[config.mk]
export PLATFORM = sky130hd
export DESIGN_NAME = chunked_addsub_flat
export DESIGN_NICKNAME = d
export VERILOG_FILES = /design/src/rtl/chunked_addsub_if.sv /design/src/rtl/chunked_addsub.sv /design/src/flat_wrapper.sv
export SDC_FILE = /design/constraint.sdc
export NUM_CORES = 1
export LEC_CHECK = 0
export BUFFER_PORTS_ARGS = -buffer_cell sky130_fd_sc_hd__buf_2
export CORE_MARGIN = 1
export CORE_UTILIZATION = 56
export CTS_BUF_LIST = sky130_fd_sc_hd__clkbuf_2 sky130_fd_sc_hd__clkbuf_4 sky130_fd_sc_hd__clkbuf_8
export DETAILED_ROUTE_END_ITERATION = 8
export GPL_TIMING_DRIVEN = 0
export PLACE_DENSITY = 0.87
export SYNTH_ARGS = -nofsm -noshare
export SYNTH_HDL_FRONTEND = slang
export SYNTH_SLANG_ARGS = --single-unit
[constraint.sdc]
create_clock -name clk -period 2.65 [get_ports clk]
set_input_delay 0.53 -clock clk [delete_from_list [all_inputs] [get_ports clk]]
set_output_delay 0.53 -clock clk [all_outputs]
set_load 0.02 [all_outputs]
[src/rtl/chunked_addsub_if.sv]
// Handshake bundle for chunked_addsub: operand channel in, result channel out.
// The master modport belongs to the operand source and result consumer; the slave modport belongs to the unit.
interface chunked_addsub_if #(
  parameter int WIDTH = 8
);

  logic             in_valid;
  logic             in_ready;
  logic [WIDTH-1:0] in_a;
  logic [WIDTH-1:0] in_b;
  logic             in_op;

  logic             out_valid;
  logic             out_ready;
  logic [WIDTH-1:0] out_result;
  logic             out_carry;
  logic             out_overflow;
  logic             out_zero;

  modport master (
    output in_valid, in_a, in_b, in_op, out_ready,
    input  in_ready, out_valid, out_result, out_carry, out_overflow, out_zero
  );

  modport slave (
    input  in_valid, in_a, in_b, in_op, out_ready,
    output in_ready, out_valid, out_result, out_carry, out_overflow, out_zero
  );

endinterface

[src/rtl/chunked_addsub.sv]
// Multi-cycle two's-complement add/subtract, CHUNK bits per cycle, LSB chunk first.
// Operand and partial-sum registers shift right each cycle, so only the low chunk is ever summed.
module chunked_addsub #(
  parameter int WIDTH = 8,
  parameter int CHUNK = 4
) (
  input  logic              clk,
  input  logic              rst_n,
  chunked_addsub_if.slave   bus
);

  localparam int NCHUNK = WIDTH / CHUNK;
  localparam int CW     = (NCHUNK > 1) ? $clog2(NCHUNK) : 1;
  localparam logic [CW-1:0] LAST = CW'(NCHUNK - 1);

  typedef enum logic [1:0] {
    IDLE = 2'd0,
    CALC = 2'd1,
    DONE = 2'd2
  } state_t;

  state_t           state_q, state_d;
  logic [WIDTH-1:0] a_q, a_d;
  logic [WIDTH-1:0] b_q, b_d;
  logic [WIDTH-1:0] acc_q, acc_d;
  logic             a_msb_q, a_msb_d;
  logic             b_msb_q, b_msb_d;
  logic             op_q, op_d;
  logic             carry_q, carry_d;
  logic [CW-1:0]    cnt_q, cnt_d;

  logic [WIDTH-1:0] res_q, res_d;
  logic             cflag_q, cflag_d;
  logic             vflag_q, vflag_d;
  logic             zflag_q, zflag_d;

  logic [WIDTH-1:0]       beff_in;
  logic [CHUNK:0]         chunk_sum;
  logic [WIDTH+CHUNK-1:0] acc_cat;
  logic [WIDTH-1:0]       acc_next;

  // Subtraction is a + ~b + 1; the +1 enters as the initial carry.
  assign beff_in = bus.in_op ? ~bus.in_b : bus.in_b;

  assign chunk_sum = {1'b0, a_q[CHUNK-1:0]} + {1'b0, b_q[CHUNK-1:0]}
                   + {{CHUNK{1'b0}}, carry_q};

  // New chunk enters at the top; after NCHUNK shifts chunk 0 sits at the LSBs.
  assign acc_cat  = {chunk_sum[CHUNK-1:0], acc_q};
  assign acc_next = acc_cat[WIDTH+CHUNK-1:CHUNK];

  always_comb begin
    // NOTE: every variable gets its hold value first so no path leaves it unassigned (no latches).
    state_d = state_q;
    a_d     = a_q;
    b_d     = b_q;
    acc_d   = acc_q;
    a_msb_d = a_msb_q;
    b_msb_d = b_msb_q;
    op_d    = op_q;
    carry_d = carry_q;
    cnt_d   = cnt_q;
    res_d   = res_q;
    cflag_d = cflag_q;
    vflag_d = vflag_q;
    zflag_d = zflag_q;

    unique case (state_q)
      IDLE: begin
        if (bus.in_valid) begin
          state_d = CALC;
          a_d     = bus.in_a;
          b_d     = beff_in;
          a_msb_d = bus.in_a[WIDTH-1];
          b_msb_d = beff_in[WIDTH-1];
          op_d    = bus.in_op;
          carry_d = bus.in_op;
          cnt_d   = '0;
        end
      end

      CALC: begin
        a_d     = a_q >> CHUNK;
        b_d     = b_q >> CHUNK;
        acc_d   = acc_next;
        carry_d = chunk_sum[CHUNK];
        cnt_d   = cnt_q + CW'(1);
        if (cnt_q == LAST) begin
          state_d = DONE;
          cnt_d   = '0;
          res_d   = acc_next;
          cflag_d = chunk_sum[CHUNK] ^ op_q;
          vflag_d = (a_msb_q == b_msb_q) && (acc_next[WIDTH-1] != a_msb_q);
          zflag_d = ~|acc_next;
        end
      end

      DONE: begin
        if (bus.out_ready) state_d = IDLE;
      end

      default: state_d = IDLE;
    endcase
  end

  // NOTE: datapath registers are reset too, so a reset mid-operation leaves no stale operand or result behind.
  always_ff @(posedge clk or negedge rst_n) begin
    if (!rst_n) begin
      state_q <= IDLE;
      a_q     <= '0;
      b_q     <= '0;
      acc_q   <= '0;
      a_msb_q <= 1'b0;
      b_msb_q <= 1'b0;
      op_q    <= 1'b0;
      carry_q <= 1'b0;
      cnt_q   <= '0;
      res_q   <= '0;
      cflag_q <= 1'b0;
      vflag_q <= 1'b0;
      zflag_q <= 1'b0;
    end else begin
      // NOTE: non-blocking assignments so every register samples pre-edge values.
      state_q <= state_d;
      a_q     <= a_d;
      b_q     <= b_d;
      acc_q   <= acc_d;
      a_msb_q <= a_msb_d;
      b_msb_q <= b_msb_d;
      op_q    <= op_d;
      carry_q <= carry_d;
      cnt_q   <= cnt_d;
      res_q   <= res_d;
      cflag_q <= cflag_d;
      vflag_q <= vflag_d;
      zflag_q <= zflag_d;
    end
  end

  assign bus.in_ready     = (state_q == IDLE);
  assign bus.out_valid    = (state_q == DONE);
  assign bus.out_result   = res_q;
  assign bus.out_carry    = cflag_q;
  assign bus.out_overflow = vflag_q;
  assign bus.out_zero     = zflag_q;

  // A stalled result must stay put until the consumer takes it.
  a_hold: assert property (@(posedge clk) disable iff (!rst_n)
    (bus.out_valid && !bus.out_ready) |=> (bus.out_valid && $stable(bus.out_result)
                                           && $stable(bus.out_carry)
                                           && $stable(bus.out_overflow)
                                           && $stable(bus.out_zero)));

  a_excl: assert property (@(posedge clk) disable iff (!rst_n)
    !(bus.in_ready && bus.out_valid));

endmodule

[src/flat_wrapper.sv]
// flat-port wrapper written by rule: the top's interface ports become plain ports
module chunked_addsub_flat 
#(
  parameter int WIDTH = 8,
  parameter int CHUNK = 4
)
  (clk, rst_n, bus_in_valid, bus_in_a, bus_in_b, bus_in_op, bus_out_ready, bus_in_ready, bus_out_valid, bus_out_result, bus_out_carry, bus_out_overflow, bus_out_zero);
  chunked_addsub_if #(.WIDTH(WIDTH)) bus_i ();
  input  logic clk;
  input  logic rst_n;
  input wire logic [$bits(bus_i.in_valid)-1:0] bus_in_valid;
  input wire logic [$bits(bus_i.in_a)-1:0] bus_in_a;
  input wire logic [$bits(bus_i.in_b)-1:0] bus_in_b;
  input wire logic [$bits(bus_i.in_op)-1:0] bus_in_op;
  input wire logic [$bits(bus_i.out_ready)-1:0] bus_out_ready;
  output wire logic [$bits(bus_i.in_ready)-1:0] bus_in_ready;
  output wire logic [$bits(bus_i.out_valid)-1:0] bus_out_valid;
  output wire logic [$bits(bus_i.out_result)-1:0] bus_out_result;
  output wire logic [$bits(bus_i.out_carry)-1:0] bus_out_carry;
  output wire logic [$bits(bus_i.out_overflow)-1:0] bus_out_overflow;
  output wire logic [$bits(bus_i.out_zero)-1:0] bus_out_zero;
  assign bus_i.in_valid = bus_in_valid;
  assign bus_i.in_a = bus_in_a;
  assign bus_i.in_b = bus_in_b;
  assign bus_i.in_op = bus_in_op;
  assign bus_i.out_ready = bus_out_ready;
  assign bus_in_ready = bus_i.in_ready;
  assign bus_out_valid = bus_i.out_valid;
  assign bus_out_result = bus_i.out_result;
  assign bus_out_carry = bus_i.out_carry;
  assign bus_out_overflow = bus_i.out_overflow;
  assign bus_out_zero = bus_i.out_zero;
  chunked_addsub #(.WIDTH(WIDTH), .CHUNK(CHUNK)) u_core (.clk(clk), .rst_n(rst_n), .bus(bus_i));
endmodule
=== Word-level counts from Yosys, hierarchy flattened ===
Index checks and enable logic that the tools add are counted.

* Muxes and demuxes: 14
* Add/subtract/negate cells: 3
* Eq/ne operators: 7
* Bitwise logic cells: 2
* Reductions and logical operators: 9

{| class="wikitable"
|+ Operators by type and width
! cell !! number
|-
| $pmux W8 S2 || 2
|-
| $mux W8 || 3
|-
| $not A8 Y8 || 1
|-
| $reduce_or A8 Y1 || 1
|-
| $mux W2 || 3
|-
| $pmux W2 S3 || 1
|-
| $reduce_and A2 Y1 || 3
|-
| $add A4 B4 Y5 || 1
|-
| $add A5 B1 Y5 || 1
|-
| $ne A2 B2 Y1 const B || 2
|-
| $pmux W1 S2 || 2
|-
| $mux W1 || 3
|-
| $reduce_and A3 Y1 || 1
|-
| $eq A2 B1 Y1 const B || 1
|-
| $eq A2 B2 Y1 const B || 1
|-
| $logic_not A2 Y1 || 1
|-
| $ne A2 B1 Y1 const B || 1
|-
| $reduce_bool A2 Y1 || 1
|-
| $add A1 B1 Y1 const B || 1
|-
| $eq A1 B1 Y1 || 1
|-
| $logic_and A1 B1 Y1 || 1
|-
| $logic_not A1 Y1 || 1
|-
| $ne A1 B1 Y1 || 1
|-
| $xor A1 B1 Y1 || 1
|}

* Logic and storage cells: 48
* Register bits: 42
* Input port bits: 21

=== Logic depth before layout (Yosys ltp) ===
* Depth after elaboration: 4
* Depth in mapped cells: 8
* Mapped depth without buffers: 8

=== Worst setup path before layout ===
No wires, ideal clock.

* Path type: register -> register
* From: register u_core.carry_q
* To: register u_core.zflag_q, in the netlist u_core.bus.out_zero
* Setup slack: 0.475 ns
* Period minus slack after synthesis: 2.175 ns
* Data required time: 2.584 ns
* Stages on the path, launching flop included: 8
* Data arrival time: 2.110 ns
* Setup time: 0.066 ns
* Cells stage by stage: dfrtp_1 inv_1 fa_1 inv_1 fa_1 or4b_1 nor4_1 a22o_1

* Longest elaborated chain between the ends: 3

{| class="wikitable"
|+ Ends and longest elaborated chain
! what !! line !! source
|-
| start: declaration || chunked_addsub.sv:29 || <nowiki>logic carry_q, carry_d;</nowiki>
|-
| start signal: assignment || chunked_addsub.sv:131 || <nowiki>carry_q <= carry_d;</nowiki>
|-
| $add A5 B1 Y5 || chunked_addsub.sv:46 || <nowiki>+ {{CHUNK{1'b0}}, carry_q};</nowiki>
|-
| named net u_core.chunk_sum[1] || chunked_addsub.sv:38 || <nowiki>logic [CHUNK:0] chunk_sum;</nowiki>
|-
| $reduce_or A8 Y1 || chunked_addsub.sv:94 || <nowiki>zflag_d = ~|acc_next;</nowiki>
|-
| $logic_not A1 Y1 || chunked_addsub.sv:94 ||
|-
| end signal: assignment || chunked_addsub.sv:136 || <nowiki>zflag_q <= zflag_d;</nowiki>
|-
| end: declaration || chunked_addsub.sv:35 || <nowiki>logic zflag_q, zflag_d;</nowiki>
|}

The timed path passes the listed nets, and every way through them passes these cells.
A chain may end at the register's enable or synchronous reset.

=== Final worst setup path ===
Same ends and word-level chain as after synthesis.

==> key figures <==
Routing
  – Post-Route WL: 3340 um
  – Via Count: ~1.3k
  – Detail Route Antenna Nets: 0
  – DRC viols: 1
  – Routed length per instance: 13.9 um
  – Initial DRC Count: 39
  – Vias per cell: 5.58
  – First-pass DRT Iterations: 6

Cells and area
  – Share of layout cells above drive strength 1: 0.262
  – Layout Nets: between 200 and 250
  – Area Growth Syn to Fin: 14.1%
  – Final Core Density: 0.700
  – Diodes inserted: 0
  – # fillers: 224
  – Design Area, Final: roughly 2000 um^2
  – Final Non-Filler Cells: 241

Global route
  – Largest net degree at the start of global routing: 39
  – All-Layer GR Usage: 0.239
  – Number of global-route vias before repair: 1345
  – Grt total ovfl: 0
  – Initial antenna violation count: 0
  – Global-route wire length before repair: roughly 5900 um

Timing
  – Fmax: between 400 and 500 MHz
  – TNS Setup: 0 ns
  – Worst-margin pin slew: 0.813 ns
  – Final Cycle Share: 0.883
  – Hold Violations, Final: 0
  – Clk_skew: approximately 0.0033 ns
  – Rel. slew slack: 0.458
  – RSZ-0062 raised after global routing: no
  – Final hold slack: about 0.27 ns
  – Final Setup Violations: 0
  – Slew Viols, Final: 0
  – Fin crit period: 2.34 ns

Status
  – Failing checks: DRC
  – Status: finished with violations

Setup path
  – Worst setup path category: reg -> reg
  – Worst r2r src: u_core.carry_q$_DFFE_PN0P_
  – Slowest CP cell: or4b_1
  – CP Buf/Inv Count: 2
  – CP startpoint kind: flip-flop
  – CP Capture Type: flip-flop
  – Crit path max fanout: 3
  – Largest delay share family, worst path: adder cells
  – Crit path DAT: about 2.6 ns
  – Required @ worst endpoint: ~3 ns
  – CP cell instances: inv_1 -> fa_1 -> inv_1 -> fa_1 -> or4b_1 -> nor4_1 -> a22o_1
  – Reg2reg setup slack: approximately 0.31 ns
  – Register-to-Register Path Depth: 7
  – CP peak stage delay: 0.53 ns
  – Reg-to-reg endpoint: u_core.bus.out_zero$_DFFE_PN0P_

Hold path
  – Hold crit path type: in -> async

Run
  – Max cap viols: 0

Power
  – Leakage: approximately 1 nW
  – Worst IR Drop VDD: around 0.64 mV
  – Power Density: about 1300 nW/um^2

Synthesis
  – Synth Register Bits: 38
  – Cells after synthesis: around 170
  – Avg Synthesized Cell Area: slightly above 10 um^2
  – Seq/Total Area, Yosys: 0.544
  – Post-Syn Area: between 1500 and 2000 um^2
  – Synth Warn #: 0
  – Netlist cell types: 34
  – Net count of the mapped netlist: about 200

Clock tree
  – CTS root buffer: clkbuf_4
  – CTS buffer count: 5
  – TritonCTS clock tree: yes
  – Clock buffer depth: 2
  – CTS resizes: 0
  – CTS Hold Bufs: 0
  – Clock slew at reported path FFs: about 0.10 ns
  – Post-CTS Setup Bufs: 0
  – # clock sinks: 38
  – Clock Latency Late Sink: between 0.3 and 0.4 ns
  – H-tree Lvls: 2

Place
  – Port bufs: 32
  – DP HPWL: between 2000 and 3000 um
  – Post-DP Area: ~2000 um^2
  – Cells after DPL: approximately 230
  – GPL Wtd Cong: 0.833

Floorplanning
  – Die Y: about 58 um
  – Die ar.: roughly 3400 um^2
  – Starting density of the core: 0.613
  – Top-Level Pins: 34
  – Die Wd: around 58 um
  – CORE AREA: between 2000 and 3000 um^2
  – Num rows: 19
==> flip-flops by register name, indices dropped and copies added, names as in the netlist <==
| register | cells |
|---|---|
| u_core.acc_q | 4 |
| u_core.bus.out_result | 8 |
| u_core.op_q | 1 |
| u_core.state_q | 2 |
| u_core.b_q | 8 |
| u_core.b_msb_q | 1 |
| u_core.a_msb_q | 1 |
| u_core.a_q | 8 |
| u_core.bus.out_zero | 1 |
| u_core.bus.out_overflow | 1 |
| u_core.carry_q | 1 |
| u_core.bus.out_carry | 1 |
| u_core.cnt_q | 1 |
==> cell usage in the layout, fill, tap and decap left out, types with 2 or more instances in the layout <==
cell type  instances
nand2_1           39
buf_2             38
dfrtp_1           38
o21ai_0           13
nor2_1             9
xnor2_1            9
inv_1              5
o21ai_1            5
mux2_2             5
nand3_1            5
clkbuf_4           5
a31oi_1            4
a221o_1            4
ha_1               3
nand2b_1           2
xor2_1             2
a21oi_1            2
a22o_1             2
fa_1               2
clkinv_2           2
==> through the flow <==
step,setup WS (ns),power [mW]
floorplan,0.475,1.98
global placement,0.386,2.27
detailed placement,0.322,2.35
CTS,0.303,2.62
global route,0.171,2.83
finish,0.310,2.61
==> cells in the mapped netlist (all sizes together) <==
cell     instances  share of area
nand2           40          0.087
dfrtp           38           0.54
o21ai           18          0.051
nor2            10          0.023
xnor2            9          0.045
buf              7          0.021
inv              5          0.011
mux2             5          0.032
nand3            5          0.014
a221o            4          0.023
a31oi            4          0.014
ha               3          0.021
a21oi            2         0.0057
a22o             2          0.010
fa               2          0.023
nand2b           2         0.0072
xor2             2          0.010
a211o            1         0.0050
a21o             1         0.0043
and3             1         0.0036
clkbuf           1         0.0021
nand3b           1         0.0043
nor2b            1         0.0036
nor3             1         0.0029
nor3b            1         0.0072
nor4             1         0.0036
o2111ai          1         0.0050
o211ai           1         0.0043
or3b             1         0.0050
or4b             1         0.0057
==> worst register-to-register path, cell delays in order (launching register included) <==
cell	delay, ns
dfrtp_1	0.37
inv_1	0.07
fa_1	0.44
inv_1	0.08
fa_1	0.45
or4b_1	0.53
nor4_1	0.18
a22o_1	0.17
==> cell families (layout without fill, tap and decap cells) <==
| family | Yosys count | after routing | share of synthesized area |
|---|---|---|---|
| AO/OA/AOI/OAI | 34 | 34 | 0.123 |
| XOR/XNOR | 11 | 11 | 0.0551 |
| adder cells (fa/ha/maj) | 5 | 5 | 0.0444 |
| buffers and inverters | 13 | 52 | 0.0343 |
| flip-flops | 38 | 38 | 0.544 |
| multiplexers | 5 | 5 | 0.0322 |
| AND/OR/NAND/NOR | 65 | 65 | 0.167 |
==> cell type report <==
type | count | area [um^2] | area share
Clock inverter | 2 | 10.0 | 0.00502
Tap cell | 31 | 38.8 | 0.0194
Buffer | 8 | 41.3 | 0.0207
Inverter | 5 | 18.8 | 0.00940
Multi-Input combinational cell | 120 | 738 | 0.370
Sequential cell | 38 | 951 | 0.476
Timing Repair Buffer | 32 | 160 | 0.0803
Clock buffer | 5 | 37.5 | 0.0188
==> power breakdown <==
group / internal, mW / total, mW / leakage, nW / switching (mW)
clock: 0.0953 / 0.275 / 0.0308 / 0.180
combinational: 0.529 / 1.29 / 0.489 / 0.760
sequential: 0.857 / 1.05 / 0.478 / 0.193
total: 1.48 / 2.61 / 0.997 / 1.13
==> worst max path at each step <==
stage	from	end	slack, ns	cells past startpoint
floorplan	u_core.carry_q$_DFFE_PN0P_	u_core.bus.out_zero$_DFFE_PN0P_	0.47	7
global placement	u_core.carry_q$_DFFE_PN0P_	u_core.bus.out_zero$_DFFE_PN0P_	0.39	7
detailed placement	u_core.carry_q$_DFFE_PN0P_	u_core.bus.out_zero$_DFFE_PN0P_	0.32	7
CTS	u_core.carry_q$_DFFE_PN0P_	u_core.bus.out_zero$_DFFE_PN0P_	0.30	7
global route	u_core.carry_q$_DFFE_PN0P_	u_core.bus.out_zero$_DFFE_PN0P_	0.17	7
finish	u_core.carry_q$_DFFE_PN0P_	u_core.bus.out_zero$_DFFE_PN0P_	0.31	7
==> per-layer routing <==
layer / vias up / track usage / share of wire
li1: 658 / - / -
met4: 0 / 0.0850 / 0.022
met5: - / 0 / 0
met1: 630 / 0.298 / 0.42
met2: 49 / 0.404 / 0.50
met3: 8 / 0.0603 / 0.066
Power figures use the tool's default switching activity.
